File: config.mk
export PLATFORM = sky130hd
export DESIGN_NAME = unidade_controle_exp3
export DESIGN_NICKNAME = d
export VERILOG_FILES = /design/src/rtl/unidade_controle_exp3_pkg.sv /design/src/rtl/unidade_controle_exp3_detector_borda.sv /design/src/rtl/unidade_controle_exp3.sv
export SDC_FILE = /design/constraint.sdc
export NUM_CORES = 1
export LEC_CHECK = 0
export BUFFER_PORTS_ARGS = -buffer_cell sky130_fd_sc_hd__buf_2
export CAP_MARGIN = 20
export CORE_MARGIN = 8
export CORE_UTILIZATION = 45
export DETAILED_ROUTE_END_ITERATION = 7
export GPL_ROUTABILITY_DRIVEN = 0
export PLACE_DENSITY = 0.77
export SLEW_MARGIN = 30
export SYNTH_ARGS = -nofsm -noshare
export SYNTH_HDL_FRONTEND = slang
export SYNTH_SLANG_ARGS = --single-unit
File: constraint.sdc
create_clock -name clock -period 1.6 [get_ports clock]
set_clock_uncertainty 0.05 [all_clocks]
set_input_delay 0.08 -clock clock [delete_from_list [all_inputs] [get_ports clock]]
set_output_delay 0.08 -clock clock [all_outputs]
set_load 0.02 [all_outputs]
File: src/rtl/unidade_controle_exp3_pkg.sv
// State codes shared by the control unit and anything decoding db_estado.
package unidade_controle_exp3_pkg;

    typedef enum logic [3:0] {
        INICIAL     = 4'h0,
        PREPARA     = 4'h1,
        ESPERA      = 4'h2,
        COMPARA     = 4'h3,
        PROXIMO     = 4'h4,
        FIM_ACERTO  = 4'hA,
        FIM_TIMEOUT = 4'hD,
        FIM_ERRO    = 4'hE
    } estado_t;

endpackage

File: src/rtl/unidade_controle_exp3_detector_borda.sv
// Registered rising-edge detector: one pulse per 0->1 transition of sinal.
module detector_borda (
    input  logic clock,
    input  logic reset,
    input  logic sinal,
    output logic pulso
);

    logic sinal_q;

    always_ff @(posedge clock) begin
        if (reset) sinal_q <= 1'b0;
        else       sinal_q <= sinal;
    end

    assign pulso = sinal & ~sinal_q;

endmodule

File: src/rtl/unidade_controle_exp3.sv
// Moore control unit for the Exp.3 counter/comparator round: sequence entry, error and timeout.
module unidade_controle_exp3
    import unidade_controle_exp3_pkg::*;
#(
    parameter int unsigned TIMEOUT_CICLOS = 5000,
    parameter int unsigned TIMER_WIDTH    = 16
) (
    input  logic       clock,
    input  logic       reset,
    input  logic       iniciar,
    input  logic       jogada,
    input  logic       igual,
    input  logic       fim,
    output logic       zera,
    output logic       conta,
    output logic       pronto,
    output logic       acertou,
    output logic       errou,
    output logic       timeout,
    output logic [3:0] db_estado
);

    localparam logic [TIMER_WIDTH-1:0] LIMITE =
        TIMER_WIDTH'((TIMEOUT_CICLOS == 0) ? 0 : TIMEOUT_CICLOS - 1);

    estado_t                estado, proximo_estado;
    logic [TIMER_WIDTH-1:0] timer;
    logic                   pulso;

    detector_borda u_borda (
        .clock (clock),
        .reset (reset),
        .sinal (jogada),
        .pulso (pulso)
    );

    // Timer restarts at zero on every entry into ESPERA and saturates.
    always_ff @(posedge clock) begin
        if (reset || estado != ESPERA) timer <= '0;
        else if (timer != '1)          timer <= timer + 1'b1;
    end

    always_ff @(posedge clock) begin
        if (reset) estado <= INICIAL;
        else       estado <= proximo_estado;
    end

    always_comb begin
        proximo_estado = INICIAL;
        case (estado)
            INICIAL:  proximo_estado = iniciar ? PREPARA : INICIAL;
            PREPARA:  proximo_estado = ESPERA;
            ESPERA: begin
                if (pulso)
                    proximo_estado = COMPARA;
                else if (TIMEOUT_CICLOS != 0 && timer == LIMITE)
                    proximo_estado = FIM_TIMEOUT;
                else
                    proximo_estado = ESPERA;
            end
            COMPARA: begin
                if (!igual)   proximo_estado = FIM_ERRO;
                else if (fim) proximo_estado = FIM_ACERTO;
                else          proximo_estado = PROXIMO;
            end
            PROXIMO:  proximo_estado = ESPERA;
            FIM_ACERTO, FIM_TIMEOUT, FIM_ERRO:
                proximo_estado = iniciar ? PREPARA : estado;
            default:  proximo_estado = INICIAL;
        endcase
    end

    always_comb begin
        zera    = 1'b0;
        conta   = 1'b0;
        pronto  = 1'b0;
        acertou = 1'b0;
        errou   = 1'b0;
        timeout = 1'b0;
        case (estado)
            PREPARA:     zera = 1'b1;
            PROXIMO:     conta = 1'b1;
            FIM_ACERTO:  begin pronto = 1'b1; acertou = 1'b1; end
            FIM_TIMEOUT: begin pronto = 1'b1; timeout = 1'b1; end
            FIM_ERRO:    begin pronto = 1'b1; errou   = 1'b1; end
            default: ;
        endcase
    end

    assign db_estado = estado;

endmodule

After elaboration in Yosys (flattened, before gate mapping)
Index checks and enable logic that the tools add are counted.

word-level totals
  flip-flop bits (word level) = 21
  output and inout bits = 10

cells by class
  reduce and logical (&&, ||, !) cells = 4
  equality and inequality tests = 11
  bitwise operators = 2
  mux-type cells = 13
  add/subtract/negate cells = 1

operator list
  cell                                                                number
  4-bit 2-to-1 mux                                                    5
  4-bit case mux with 5 select lines                                  1
  16-bit by 1-bit adder with 16-bit output (second input constant)    1
  16-bit by 13-bit == test with 1-bit output (second input constant)  1
  16-bit != test (second input constant)                              1
  4-bit == test (second input constant)                               3
  4-bit by 2-bit == test with 1-bit output (second input constant)    2
  1-bit 2-to-1 mux                                                    7
  4-bit by 1-bit == test with 1-bit output (second input constant)    1
  4-bit by 3-bit == test with 1-bit output (second input constant)    1
  4-bit logical NOT                                                   1
  4-bit by 2-bit != test with 1-bit output (second input constant)    1
  3-bit OR reduction                                                  1
  2-bit by 1-bit != test with 1-bit output (second input constant)    1
  2-bit OR reduction                                                  1
  1-bit bitwise AND                                                   1
  1-bit logical OR                                                    1
  1-bit inverter                                                      1

Depth between registers and ports, before layout
Gate-level depths: netlist of the first run.

  depth in word-level cells = 4
  gate-level depth with buffers = 6

Hierarchy
A second synthesis of the first run with hierarchy kept.

second synthesis, totals
  cell total of the unflattened synthesis = 146
  area, all modules = 1187.4 µm²

by module, submodules not included
  module                 sequential area each (µm²)  instances  area each (µm²)  cells each
  unidade_controle_exp3  400.4                       1          1139.8           143
  detector_borda         20.0                        1          47.5             3

Worst setup path before layout of the first run
No wires, ideal clock.

  path kind = register to register
  start = register timer[0]
  end = register timer[5]
  stages on the path, launching flop included = 6
  setup slack = -0.010 ns
  arrival time = 1.487 ns
  data required time = 1.477 ns
  setup time = 0.073 ns
  period minus slack after synthesis = 1.610 ns
  path through = dfxtp_1 > ha_1 > nand3_2 > nor4_4 > and3b_1 > nor3_2

between the ends
  word-level cells in the longest chain between the ends = 1
  elaborated cells between the ends (all ways) = 2

ends and longest elaborated chain
  element                                                                     line                         RTL
  from (decl)                                                                 unidade_controle_exp3.sv:27  logic [TIMER_WIDTH-1:0] timer;
  from (signal assigned)                                                      unidade_controle_exp3.sv:40  else if (timer != '1) timer <= timer + 1'b1;
  16-bit by 1-bit adder with 16-bit output or 16-bit != test (tied branches)  unidade_controle_exp3.sv:40

Parallel ways exist; a longest one is shown, timed or not.
A chain may end at the register's enable or synchronous reset.

Worst setup path after layout of the first run
  start = register timer[5]
  end = register estado[2], in the netlist db_estado[2]

between the ends
  word-level cells in the longest chain between the ends = 4

ends and longest elaborated chain
  element                                     line                         RTL
  16-bit by 13-bit == test with 1-bit output  unidade_controle_exp3.sv:56  else if (TIMEOUT_CICLOS != 0 && timer == LIMITE)
  4-bit 2-to-1 mux                            unidade_controle_exp3.sv:56
  4-bit 2-to-1 mux                            unidade_controle_exp3.sv:54  if (pulso)
  4-bit case mux with 5 select lines          unidade_controle_exp3.sv:50  case (estado)
  to (signal assigned)                        unidade_controle_exp3.sv:45  else estado <= proximo_estado;
  to (decl)                                   unidade_controle_exp3.sv:26  estado_t estado, proximo_estado;

Every way passes these cells.

==> impl_metrics.toml, run 1 <==
[run_status]
status = "finished, violations left"
violations = "negative setup slack"

[final_layout]
regArea_sq_um = 432
drive_above_1_share_pct = 37.3
multi_input_area_sq_um = 798
synthToLayoutAreaGrowth_pct = 33.0
final_nets = 185
n_antenna_cell = 0
fillers = 220

[grt]
antenna_found_initial = 0
grt_pass1_vias = 1213
grt_max_degree = 13
overflow = 0
grt_usage_pct = 14.4
grt_pass1_wl_microns = 5200

[sta]
finalCriticalPeriod_ns = 1.61
setup_viol = 2
grt_setup_unrepaired = "true"
hold_viol_final = 0
fin_crit_sh_pct = 101
maxSlewViolCount = 0
tightest_slew_ns = 0.356
fin_ws_ns = -0.0125
holdWs_ns = 0.0400
max-slew-margin-rel_pct = 76.1
max_freq_mhz = 620
setup_tns_ns = -0.0139

[routing]
drt_iter0_markers = 58
via_per_inst = 5.96
routedWlPerCell_microns = 15.6
drc = 0
routed_wirelength_microns = 3230
vias = 1234
drtAntennaViolNets = 0
first_pass_iters = 4

[power]
switching_share_pct = 27.0
seqPwrFrac_pct = 56.4
clock_power_share_pct = 26.7
ir_drop_v = 0.000499
p_int_uw = 697
power.density_nw_per_um2 = 609
combPwrFrac_pct = 16.9
p_sw_uw = 258
power_leakage_nw = 0.647

[clocking]
cts_tree = "done"
cts_root_buf = "clkbuf_4"
htreeDepth = 1
clkTransAtPathRegs_ns = 0.11
clock_path_buffers = 2
clock_sinks = 21
cts_buffers = 3
clock_latency_ns = 0.30

[floorplanning]
die_area_sq_um = 4510
dieWidth_microns = 67.2
pin_count = 16
num_rows = 18
die_h_microns = 67.2
core_area_sq_um = 2480
start_util_pct = 47.6

[worst_setup_path]
critPathTopFamily = "simple AND/OR/NAND/NOR gates"
critPathRequiredTime_ns = 1.79
crit_path_start_kind = "register"
cp-end-kind = "register"
crit_slowest_cell = "or4_4"
cp.buffers_inverters = 0
slowest_delay_ns = 0.55
path_cells = "or4_4, nor4_4, nand4b_1, a31oi_1"
crit_type = "reg2reg"
cp_max_fo = 4
cp_data_arrival_time_ns = 1.80

[placement]
portBuffers = 15
post-dp-hpwl_microns = 2250

[hold_path]
hp-class = "in2reg"

[logic_synthesis]
synth_cells = 140
yosysWarningCount = 0
avgSynthCellArea_sq_um = 8.42
netlist_top_cells_area = "dfxtp_1 (36%), a21oi_1 (3.8%), nor2_1 (3.8%)"
syn-num-nets = 147
ys_ff_latch = 21
ys_seq_area_share_pct = 35.7
netlist.area_leader.share_pct = 35.7
syn_area_sq_um = 1180
synth.largest_area_cell = "dfxtp_1"
yosysUniqueCellTypes = 44

[run]
cap_violations = 0
[cells in the mapped netlist (all sizes together)]
| master | count |
|---|---|
| nand2 | 8 |
| o211a | 1 |
| clkbuf | 3 |
| or3 | 3 |
| and3b | 2 |
| xnor2 | 3 |
| nand4 | 6 |
| and2 | 1 |
| or4 | 1 |
| mux2i | 1 |
| a31oi | 4 |
| inv | 3 |
| a21oi | 9 |
| o21ai | 7 |
| nand3 | 5 |
| and3 | 2 |
| mux2 | 1 |
| o32ai | 1 |
| a211oi | 1 |
| buf | 3 |
| dfxtp | 21 |
| nor2 | 12 |
| and4b | 1 |
| nand4b | 3 |
| nand2b | 4 |
| o31ai | 1 |
| nor2b | 5 |
| nor3 | 9 |
| xor2 | 2 |
| o22ai | 1 |
| nor3b | 1 |
| a22o | 1 |
| nand3b | 2 |
| o221a | 1 |
| nor4 | 9 |
| a22oi | 1 |
| ha | 1 |
[cell usage in the layout (no fill, tap or decap), drive strengths merged, types with 4 or more instances in the layout]
cell | Yosys | routed
buf | 3 | 36
dfxtp | 21 | 21
nor2 | 12 | 12
a21oi | 9 | 9
nor3 | 9 | 9
nor4 | 9 | 9
nand2 | 8 | 8
o21ai | 7 | 7
nand4 | 6 | 6
nor2b | 5 | 5
nand3 | 5 | 5
nand2b | 4 | 4
a31oi | 4 | 4
clkbuf | 3 | 4
[logic make-up (layout without fill, tap and decap cells)]
kind of cell | Yosys count | after routing | synth area share, %
buf+inv | 9 | 46 | 3.29
simple gates | 74 | 74 | 39.8
fa+ha+maj | 1 | 1 | 1.06
mux | 2 | 2 | 1.80
compound gates | 28 | 28 | 14.7
flops | 21 | 21 | 35.7
xor+xnor | 5 | 5 | 3.72
[layout make-up]
type / instances / share of cell area [%]
sequential: 21 / 27.5
tap: 30 / 2.39
multi-input combinational: 110 / 50.9
clock buffer: 4 / 1.68
inverter: 3 / 0.718
timing repair buffer: 39 / 16.8
[state kept, by name, indices dropped and copies added (netlist names)]
register	flops
u_borda.sinal_q	1
timer	16
db_estado	4
[metrics by stage]
| step | utilization (%) | cell area [sq um] | total power [mW] | cells | worst slack (ns) |
|---|---|---|---|---|---|
| 2_1_floorplan | - | 1180 | 0.647 | 140 | 0.0372 |
| 3_3_place_gp | 57.1 | 1410 | 0.694 | 199 | 0.0632 |
| 3_5_place_dp | 57.1 | 1410 | 0.703 | 199 | -0.0707 |
| 4_1_cts | 60.5 | 1500 | 0.954 | 206 | 0.00542 |
| 5_1_grt | 63.3 | 1570 | 0.992 | 207 | -0.0932 |
| 6_report | 63.3 | 1570 | 0.955 | 207 | -0.0125 |
[power groups by stage]
stage	sequential, mW	clock [mW]	combinational, mW
final	0.538	0.254	0.162
after detailed placement	0.551	0	0.152
after global placement	0.551	0	0.143
after CTS	0.539	0.257	0.158
after floorplan	0.562	0	0.0846
after global routing	0.540	0.276	0.177
[worst register-to-register path: cells and delay by family, from the launching register on]
family           cells  cell delay, ns
AND/OR/NAND/NOR      3            0.92
flip-flops           1            0.38
AO/OA/AOI/OAI        1            0.19
[layer usage]
metal | up-vias | part of all wire [%] | GRT usage [%]
li1 | 605 | - | -
met1 | 569 | 40 | 15.6
met2 | 48 | 49 | 26.2
met3 | 12 | 7.5 | 2.65
met4 | 0 | 3.4 | 7.57
met5 | - | 0 | 0
[what timing repair did]
| action | in CTS | in global routing |
|---|---|---|
| hold endpoints to repair | 4 | 0 |
| buffers inserted | 0 | 1 |
| hold buffers | 3 | 0 |
| gates cloned | 0 | 0 |
| pin swaps | 0 | 3 |
| resized for setup | 7 | 16 |
| setup endpoints to repair | 5 | 17 |
[final timing paths]
check | start | to | slack (ns) | depth (start not counted)
max | timer[5] | db_estado[2] | -0.01 | 4
max reg2reg | timer[5] | db_estado[2] | -0.01 | 4
min reg2reg | timer[8] | timer[8] | 0.45 | 1
min | igual | db_estado[2] | 0.04 | 4
Note: power is estimated with default switching activity, not from simulation.
==> run 2: changes to the inputs <==
--- a/config.mk
+++ b/config.mk
@@ -5,6 +5,7 @@
 export SDC_FILE = /design/constraint.sdc
 export NUM_CORES = 1
 export LEC_CHECK = 0
+export ABC_AREA = 1
 export BUFFER_PORTS_ARGS = -buffer_cell sky130_fd_sc_hd__buf_2
 export CAP_MARGIN = 20
 export CORE_MARGIN = 8
==> run 2 against run 1 <==
  * The flow now finishes without violations
  * Routed wire length shrank 11%
  * Global-route usage down 2.7 points
  * Sequential power increased by 0.9%
  * Clock power rose by 4%
  * Critical path depth is 4 higher
  * Setup slack improved by 0.14 ns
  * Synthesized cell count up 43%
  * Critical endpoint is now timer[10]
==> impl_metrics.toml, run 2 <==
[routing]
drt_iter0_markers = 45
routed_wirelength_microns = 2860
vias = 1266
first_pass_iters = 4
via_per_inst = 4.93
drc = 0
drtAntennaViolNets = 0
routedWlPerCell_microns = 11.1

[logic_synthesis]
synthTopCellsByCount = "nand2_1 (48), nor2_1 (29), inv_1 (26)"
synthFlopType = "dfxtp_1"
synth_edf_count = 0
syn-num-nets = 207
netlist.area_leader.share_pct = 32.5
syn_area_sq_um = 1290
ys_ff_latch = 21
synth_cells = 200
yosysUniqueCellTypes = 28
synthArstFlopShare_pct = 0
netlist_top_cells_area = "dfxtp_1 (32%), nand2_1 (14%), nor2_1 (8.4%)"
synth_most_common_cell = "nand2_1"
yosysWarningCount = 0
ys_seq_area_share_pct = 32.5
avgSynthCellArea_sq_um = 6.47
synth.largest_area_cell = "dfxtp_1"

[grt]
antenna_found_initial = 0
grt_max_degree = 13
grt_usage_pct = 11.7
grt_pass1_vias = 1155
grt_pass1_wl_microns = 4910
overflow = 0

[clocking]
htreeDepth = 1
cts_root_buf = "clkbuf_4"
clock_sinks = 21
clock_path_buffers = 2
clkTransAtPathRegs_ns = 0.13
cts_buffers = 3
cts_tree = "done"
clock_latency_ns = 0.32

[worst_setup_path]
cp-end-kind = "register"
cp_data_arrival_time_ns = 1.66
critPathRequiredTime_ns = 1.79
cp_max_fo = 4
crit_path_start_kind = "register"
crit_type = "reg2reg"

[final_layout]
final_cell_mix = "nand2_1 (48), nor2_1 (29), inv_1 (26), dfxtp_1 (19), buf_2 (15)"
final_nets = 234
final_area_sq_um = 1500
largest_register = "timer"
final_common_cell = "nand2_1"
drive_above_1_share_pct = 22.1
final_util_pct = 54.8
largest_reg_flops = 16
synthToLayoutAreaGrowth_pct = 15.9
n_antenna_cell = 0

[sta]
tightest_slew_ns = 0.395
hold_viol_final = 0
setup_tns_ns = 0
fin_crit_sh_pct = 92.0
setup_viol = 0
finalCriticalPeriod_ns = 1.47
max_freq_mhz = 680
holdWs_ns = 0.0922
max-slew-margin-rel_pct = 73.5
maxSlewViolCount = 0

[floorplanning]
num_rows = 19
pin_count = 16
die_area_sq_um = 4850
die_h_microns = 69.6
core_area_sq_um = 2730
start_util_pct = 47.3
dieWidth_microns = 69.6

[power]
ir_drop_v = 0.000463
power_leakage_nw = 0.728
power.density_nw_per_um2 = 614
p_total_uw = 920

[run_status]
status = "finished, final reports clean"

[placement]
portBuffers = 15
post-dp-hpwl_microns = 2260
placed_area_sq_um = 1430

[hold_path]
hp-class = "in2reg"

[run]
cap_violations = 0
==> run 2: cell count changes after synthesis, moves of 6 or more <==
cell     change
o21ai_1      +6
inv_2        +8
inv_1       +23
nor2_1      +17
nor4_1       -7
nand3_1     +10
nand2_1     +40
==> run 2: kinds of logic after synthesis <==
family / synth area share, %
and+or+nand+nor: 43.3
buffers and inverters: 11.4
adders and majority gates: 0.967
DFF: 32.5
AOI/OAI and AO/OA: 9.77
xor gates and xnor gates: 2.03
==> run 2: stage by stage <==
stage                     std cells  worst slack, ns
after floorplan                 200            0.130
after global placement          249            0.105
after detailed placement        249           0.0346
after CTS                       255          0.00778
after global routing            257          -0.0126
final                           257            0.128
==> run 2: critical path, stage by stage, from the launching register on <==
cell,delay (ns)
dfxtp_2,0.37
ha_1,0.16
nand2_1,0.08
inv_2,0.09
nand2_4,0.08
nor3_2,0.21
buf_4,0.17
o21ai_1,0.05
a31oi_1,0.13
==> run 2: report_power, final <==
| part | leakage, nW | internal (mW) | switching [mW] |
|---|---|---|---|
| combinational | 0.539 | 0.0429 | 0.0702 |
| clock | 0.0177 | 0.0936 | 0.170 |
| sequential | 0.171 | 0.533 | 0.00947 |
| total | 0.728 | 0.670 | 0.250 |
==> run 2: layout make-up <==
class	count	area [sq um]
fillers	264	1230
multi-input cells	142	733
flip-flops and latches	21	423
repair buffers	23	140
inverters	36	136
well taps	31	38.8
clock buffers	3	22.5
clock inverters	1	5.00
==> run 2: worst paths after layout <==
kind	start	to	slack (ns)	cells past startpoint
max	timer[0]	timer[10]	0.13	8
min	igual	db_estado[2]	0.09	5
min reg2reg	timer[1]	timer[1]	0.44	2
max reg2reg	timer[0]	timer[10]	0.13	8
==> run 2: what timing repair did <==
action / CTS / global route
endpoints found under the hold margin: 2 / 0
setup buffers: 0 / 2
setup endpoints to repair: 0 / 11
gates resized for setup: 0 / 3
hold buffers: 2 / 0
==> run 2: routing by layer <==
| layer | vias to the layer above | track usage, % | wire (microns) | part of all wire [%] |
|---|---|---|---|---|
| met3 | 9 | 4.43 | 210 | 7.3 |
| li1 | 686 | - | - | - |
| met1 | 540 | 14.1 | 1340 | 47 |
| met4 | 0 | 5.58 | 80 | 2.8 |
| met2 | 31 | 17.8 | 1230 | 43 |
| met5 | - | 0 | 0 | 0 |
